[src/rtl/aes_pkg.sv]
// Shared types and helpers for the AES round sequencer and its round-constant generator.
package aes_pkg;

    localparam int unsigned NR_128 = 10;
    localparam int unsigned NR_256 = 14;

    typedef logic [7:0] aes_byte_t;

    typedef enum logic [1:0] {
        M128 = 2'b00,
        M256 = 2'b10
    } key_mode_e;

    typedef enum logic [2:0] {
        IDLE,
        INIT,
        KSUB,
        KWAIT,
        DSUB,
        DWAIT,
        DONE
    } seq_state_e;

    // Registered control strobes driven to the key-gen, S-box and enc datapaths.
    typedef struct packed {
        logic zero_rnd;
        logic final_rnd;
        logic key_sel;
        logic en_rnd;
        logic key_sub;
        logic en_key;
        logic gen_key;
        logic next_rnd;
        logic kstep_type;
        logic out_valid;
        logic busy;
    } seq_strobe_t;

    // GF(2^8) multiply by x modulo x^8+x^4+x^3+x+1.
    function automatic aes_byte_t xtime(input aes_byte_t b);
        return {b[6:0], 1'b0} ^ (b[7] ? 8'h1b : 8'h00);
    endfunction

endpackage

[src/rtl/aes_rcon_gen.sv]
// Round-constant register: loads 0x01 on init, steps by xtime on advance.
module aes_rcon_gen
    import aes_pkg::*;
(
    input  logic       clk,
    input  logic       nrst,
    input  logic       init_i,
    input  logic       adv_i,
    output logic [7:0] rcon_o
);

    aes_byte_t rcon_q;
    aes_byte_t rcon_d;

    always_comb begin
        rcon_d = rcon_q;
        if (init_i) begin
            rcon_d = 8'h01;
        end else if (adv_i) begin
            rcon_d = xtime(rcon_q);
        end
    end

    always_ff @(posedge clk or posedge nrst) begin
        if (nrst) begin
            rcon_q <= 8'h01;
        end else begin
            rcon_q <= rcon_d;
        end
    end

    assign rcon_o = rcon_q;

endmodule

[src/rtl/aes_round_seq.sv]
// AES-128/256 round sequencer: sequences key expansion and data rounds through one
// shared, SBOX_LAT-deep S-box and issues control strobes to the external datapath.
module aes_round_seq
    import aes_pkg::*;
#(
    parameter int unsigned SBOX_LAT = 1,
    parameter int unsigned MAX_NR   = 14
) (
    input  logic       clk,
    input  logic       nrst,
    input  logic [1:0] mode_i,
    input  logic       in_valid_i,
    output logic       in_ready_o,
    output logic       out_valid_o,
    input  logic       out_ready_i,
    output logic       busy_o,
    output logic       err_o,
    output logic       zero_rnd_o,
    output logic       final_rnd_o,
    output logic       key_sel_o,
    output logic       en_rnd_o,
    output logic       key_sub_o,
    output logic       en_key_o,
    output logic       gen_key_o,
    output logic       next_rnd_o,
    output logic       kstep_type_o,
    output logic [7:0] rcon_o,
    output logic [3:0] rnd_cnt_o
);

    localparam int unsigned RND_W  = $clog2(MAX_NR + 1);
    localparam int unsigned WCNT_W = 2;

    seq_state_e        state_q, state_d;
    logic              is256_q, is256_d;
    logic [RND_W-1:0]  rnd_q, rnd_d;
    logic [WCNT_W-1:0] wcnt_q, wcnt_d;
    seq_strobe_t       strb_q, strb_d;
    logic              err_q, err_d;

    logic             accept;
    logic             mode_ok;
    logic             wait_last;
    logic             rcon_init;
    logic             rcon_adv;
    logic [RND_W-1:0] nr_q;
    logic [RND_W-1:0] nr_d;

    assign in_ready_o = (state_q == IDLE) | ((state_q == DONE) & out_ready_i);
    assign accept     = in_valid_i & in_ready_o;
    assign mode_ok    = (mode_i == M128) | (mode_i == M256);
    assign wait_last  = (wcnt_q == WCNT_W'(SBOX_LAT - 1));
    assign nr_q       = is256_q ? RND_W'(NR_256) : RND_W'(NR_128);
    assign nr_d       = is256_d ? RND_W'(NR_256) : RND_W'(NR_128);

    // Next-state: INIT, then per round an optional key phase followed by a data phase.
    always_comb begin
        state_d   = state_q;
        is256_d   = is256_q;
        rnd_d     = rnd_q;
        wcnt_d    = wcnt_q;
        err_d     = 1'b0;
        rcon_init = 1'b0;
        case (state_q)
            IDLE, DONE: begin
                if (accept) begin
                    if (mode_ok) begin
                        state_d   = INIT;
                        is256_d   = (mode_i == M256);
                        rnd_d     = '0;
                        rcon_init = 1'b1;
                    end else begin
                        state_d = IDLE;
                        err_d   = 1'b1;
                    end
                end else if ((state_q == DONE) && out_ready_i) begin
                    state_d = IDLE;
                end
            end
            INIT: begin
                rnd_d   = RND_W'(1);
                wcnt_d  = '0;
                state_d = is256_q ? DSUB : KSUB;
            end
            KSUB: begin
                wcnt_d  = '0;
                state_d = KWAIT;
            end
            KWAIT: begin
                if (wait_last) begin
                    state_d = DSUB;
                end else begin
                    wcnt_d = wcnt_q + WCNT_W'(1);
                end
            end
            DSUB: begin
                wcnt_d  = '0;
                state_d = DWAIT;
            end
            DWAIT: begin
                if (wait_last) begin
                    if (rnd_q == nr_q) begin
                        state_d = DONE;
                    end else begin
                        rnd_d   = rnd_q + RND_W'(1);
                        state_d = KSUB;
                    end
                end else begin
                    wcnt_d = wcnt_q + WCNT_W'(1);
                end
            end
            default: state_d = IDLE;
        endcase
    end

    // Strobes are decoded from the next state so they leave the block registered.
    always_comb begin
        strb_d = '0;
        case (state_d)
            INIT: begin
                strb_d.busy     = 1'b1;
                strb_d.gen_key  = 1'b1;
                strb_d.en_key   = 1'b1;
                strb_d.en_rnd   = 1'b1;
                strb_d.zero_rnd = 1'b1;
            end
            KSUB: begin
                strb_d.busy       = 1'b1;
                strb_d.key_sub    = 1'b1;
                strb_d.kstep_type = is256_d & rnd_d[0];
            end
            KWAIT: begin
                strb_d.busy       = 1'b1;
                strb_d.kstep_type = is256_d & rnd_d[0];
                if (wcnt_d == WCNT_W'(SBOX_LAT - 1)) begin
                    strb_d.en_key   = 1'b1;
                    strb_d.next_rnd = 1'b1;
                end
            end
            DSUB: begin
                strb_d.busy    = 1'b1;
                strb_d.key_sel = is256_d & (rnd_d == RND_W'(1));
            end
            DWAIT: begin
                strb_d.busy    = 1'b1;
                strb_d.key_sel = is256_d & (rnd_d == RND_W'(1));
                if (wcnt_d == WCNT_W'(SBOX_LAT - 1)) begin
                    strb_d.en_rnd    = 1'b1;
                    strb_d.final_rnd = (rnd_d == nr_d);
                end
            end
            DONE: begin
                strb_d.out_valid = 1'b1;
            end
            default: strb_d = '0;
        endcase
    end

    always_ff @(posedge clk or posedge nrst) begin
        if (nrst) begin
            state_q <= IDLE;
            is256_q <= 1'b0;
            rnd_q   <= '0;
            wcnt_q  <= '0;
            strb_q  <= '0;
            err_q   <= 1'b0;
        end else begin
            state_q <= state_d;
            is256_q <= is256_d;
            rnd_q   <= rnd_d;
            wcnt_q  <= wcnt_d;
            strb_q  <= strb_d;
            err_q   <= err_d;
        end
    end

    // rcon steps only when a RotWord+SubWord+rcon key step commits.
    assign rcon_adv = strb_q.next_rnd & ~strb_q.kstep_type;

    aes_rcon_gen u_rcon (
        .clk    (clk),
        .nrst   (nrst),
        .init_i (rcon_init),
        .adv_i  (rcon_adv),
        .rcon_o (rcon_o)
    );

    assign out_valid_o  = strb_q.out_valid;
    assign busy_o       = strb_q.busy;
    assign err_o        = err_q;
    assign zero_rnd_o   = strb_q.zero_rnd;
    assign final_rnd_o  = strb_q.final_rnd;
    assign key_sel_o    = strb_q.key_sel;
    assign en_rnd_o     = strb_q.en_rnd;
    assign key_sub_o    = strb_q.key_sub;
    assign en_key_o     = strb_q.en_key;
    assign gen_key_o    = strb_q.gen_key;
    assign next_rnd_o   = strb_q.next_rnd;
    assign kstep_type_o = strb_q.kstep_type;
    assign rnd_cnt_o    = 4'(rnd_q);

endmodule

[config.mk]
export PLATFORM = sky130hd
export DESIGN_NAME = aes_round_seq
export DESIGN_NICKNAME = d
export VERILOG_FILES = /design/src/rtl/aes_pkg.sv /design/src/rtl/aes_rcon_gen.sv /design/src/rtl/aes_round_seq.sv
export SDC_FILE = /design/constraint.sdc
export NUM_CORES = 1
export LEC_CHECK = 0
export ABC_CLOCK_PERIOD_IN_PS = 2300
export BUFFER_PORTS_ARGS = -buffer_cell sky130_fd_sc_hd__buf_2
export CORE_MARGIN = 2
export CORE_UTILIZATION = 53
export CTS_CLUSTER_DIAMETER = 100
export DETAILED_ROUTE_END_ITERATION = 7
export PLACE_DENSITY = 0.77
export RECOVER_POWER = 25
export SETUP_SLACK_MARGIN = 0.2
export SYNTH_ARGS = -nofsm -noshare
export SYNTH_HDL_FRONTEND = slang
export SYNTH_HIERARCHICAL = 1
export SYNTH_SLANG_ARGS = --single-unit
[constraint.sdc]
create_clock -name clk -period 2.3 [get_ports clk]
set_input_delay 0.115 -clock clk [delete_from_list [all_inputs] [get_ports clk]]
set_output_delay 0.115 -clock clk [all_outputs]
set_load 0.03 [all_outputs]
==> impl_results.md <==
* FF-to-FF setup slack at 0.28 ns
* CP Launch Point: state_q[1]$_DFF_PP0_
* Synth Area in XOR/XNOR at 2.905%
* VDD IR max at 0.001274 V
* Cell accounting for the most synthesized area: dfrtp_1
* Worst slew pin tran at 0.7896 ns
* Initial core utilization at 55.15%
* Die ar. at 3287 sq um
* TritonCTS buffer count at 5
* Count of warnings emitted by yosys at 6
* Pin count of the biggest net entering global routing at 22
* Combinational family with the most area after synthesis: compound AO/OA/AOI/OAI gates
* Total Power at 2.854 mW
* Synth Area per Inst at 10.54 sq um
* Clk root buf: clkbuf_4
* Crit share post-route at 87.64%
* Overall global routing resource usage at 20.38%
* Ratio of cells with drive above 1 in the final layout at 23.03%
* Arr. time, crit path at 2.23 ns
* Hold path cells at 2
* Max Slew Vio Count at 0
* Synth Area in Compound Gates at 18.17%
* Hold path startpoint: in_valid_i
* Site row count at 19
* Hold endpoint: err_o$_DFF_PP0_
* Post-Syn Area at 1508 sq um
* Mux cell area share after synthesis at 3.983%
* Worst Path Required at 2.52 ns
* Routed WL at 3096 um
* Reg2reg end: key_sel_o$_DFF_PP0_
* Area Growth Syn to Fin at 16.43%
* Setup violations, final at 0
* Final TNS setup at 0 ns
* Unrepaired setup endpoints after global routing: true
* Final net count at 187
* Initial antenna violation count at 0
* Leak Pwr at 0.8513 nW
* Die H at 57.34 um
* TritonCTS Sinks at 29
* Post-synth EDFFs at 0
* Slew HR at 47.30%
* R2r worst-path depth at 5
* Clock skew at 0.01177 ns
* Synth Area in Adders at 3.320%
* Max Freq at 496.1 MHz
* Clk pin slew, worst setup/hold paths at 0.09 ns
* Core region area at 2734 sq um
* Filler cell count at 211
* Syn nets at 153
* Placed Area at 1674 sq um
* Die X-Extent at 57.34 um
* Asr flop ratio synth at 100.0%
* HPWL after detailed placement at 2357 um
* GP Congestion at 0.8218
* Share of the synthesized area in the top cell type at 46.47%
* Post-Syn Instances at 143
* Register Area at 729.5 sq um
* Port buffer count at 30
* DRT Pass-1 Iters at 5
* Critical path type: flip-flop to flip-flop
* Ys flop type: dfrtp_1
* Grt total ovfl at 0
* Min-delay worst type: input port to flip-flop
* Yosys reg bits at 29
* Top post-synthesis cells by area: dfrtp_1, mux2i_1, nor2_1
* Clock Tree Buf Depth at 2
* Inserted Diodes at 0
* Final Hold Viols at 0
* Synth unique cells at 45
* Max_cap viols at 0
* Via count at 1184
* Most frequent cells in the layout: dfrtp_1, buf_2, clkbuf_1
* Status: complete, no violations
* Most common cell after layout, fill and taps aside: dfrtp_1
* DRT antenna net count at 0
* Average wire per standard cell at 14.81 um
* First-pass GRT wire length at 5092 um
* CTS tree: built
* Layout Cell Area excl Fill at 1755 sq um
* Number of global-route vias before repair at 1112
* H-tree depth at 2
* Vias/cell at 5.665
* Critical path startpoint category: flip-flop
* Clock latency on the worst-skew pair at 0.31 ns
* Reg2Reg Launch Point: state_q[1]$_DFF_PP0_
* Worst Setup End Kind: flip-flop
* Crit path max fanout at 14
* DRC at 0
* Post-synthesis simple-gate area fraction at 17.18%
* Multi-input gate area at 713.2 sq um
* Min Clock Period, post-route at 2.016 ns
* First DRT Iteration DRCs at 28
* Power Dens Cells at 1626 nW/um^2
* Seq/Total Area, Yosys at 48.22%
* IO Count at 31
==> state kept, by name, summed over array words and instances, names as in the netlist <==
register / flops
key_sub_o: 1
rnd_cnt_o: 4
wcnt_q: 2
final_rnd_o: 1
en_key_o: 1
en_rnd_o: 1
u_rcon/rcon_o: 8
err_o: 1
is256_q: 1
next_rnd_o: 1
kstep_type_o: 1
out_valid_o: 1
state_q: 3
key_sel_o: 1
gen_key_o: 1
busy_o: 1
==> where the power goes <==
part	internal (mW)	total, mW	leakage, nW	switching (mW)
Sequential	0.724	0.950	0.366	0.226
Combinational	0.588	1.59	0.452	1.01
Clock	0.151	0.310	0.0326	0.159
Total	1.46	2.85	0.851	1.39
==> cells in the mapped netlist, types with 2 or more instances <==
cell type,number
nor2_1,14
a221oi_2,3
buf_2,2
o21ai_0,6
mux2i_1,6
and3_1,2
ha_1,4
nor3b_1,4
nor2b_1,5
a211o_1,2
nand3b_1,2
buf_4,2
xnor2_1,4
a21oi_1,6
a211oi_1,3
nand2_1,3
and2b_1,2
and2_1,5
a221oi_1,2
inv_1,13
a22oi_1,2
dfrtp_1,28
==> worst max path at each step <==
stage / to
final: key_sel_o$_DFF_PP0_
after global routing: key_sel_o$_DFF_PP0_
after CTS: key_sel_o$_DFF_PP0_
after detailed placement: key_sel_o$_DFF_PP0_
after global placement: key_sel_o$_DFF_PP0_
after floorplan: key_sel_o$_DFF_PP0_
==> worst max-delay path, stage by stage, from the launching register on <==
cell and delay (ns):
dfrtp_2 0.52, and2b_2 0.33, a221oi_2 0.07, a211o_1 0.34, or4_1 0.51, nor4_2 0.15
==> metrics by stage <==
stage,cells,utilization (%),setup WS [ns],hold slack [ns]
2_1_floorplan,143,-,0.3737,-0.07006
3_3_place_gp,200,61.24,0.2621,0.07200
3_5_place_dp,200,61.24,0.1796,0.08348
4_1_cts,209,64.16,0.2176,0.05620
5_1_grt,209,64.21,0.1847,0.05318
6_report,209,64.21,0.2842,0.06320
==> repair_timing <==
item                       in CTS  in global routing
setup endpoints to repair       1                  5
hold buffers                    1                  0
setup buffers                   0                  0
resized for setup               4                  5
hold endpoints to repair       28                  0
==> cell families after synthesis <==
family          Yosys count
compound gates           35
simple gates             44
mux                       6
flops                    29
xor+xnor                  5
fa+ha+maj                 4
buf+inv                  20
==> cell type report <==
| cell class | instances | share of cell area, % |
|---|---|---|
| sequential | 29 | 41.55 |
| multi-input combinational | 94 | 40.63 |
| timing repair buffer | 34 | 9.480 |
| clock buffer | 8 | 3.350 |
| inverter | 13 | 2.780 |
| tap | 31 | 2.210 |
==> routing by layer <==
layer  GRT usage (%)  vias to the layer above  share of wire [%]
met5               0                        -                  0
met4           5.316                        0                1.1
met3           6.803                        8                5.1
met2           34.48                       36                 51
met1           25.19                      562                 43
li1                -                      578                  -
Power figures use the tool's default switching activity.
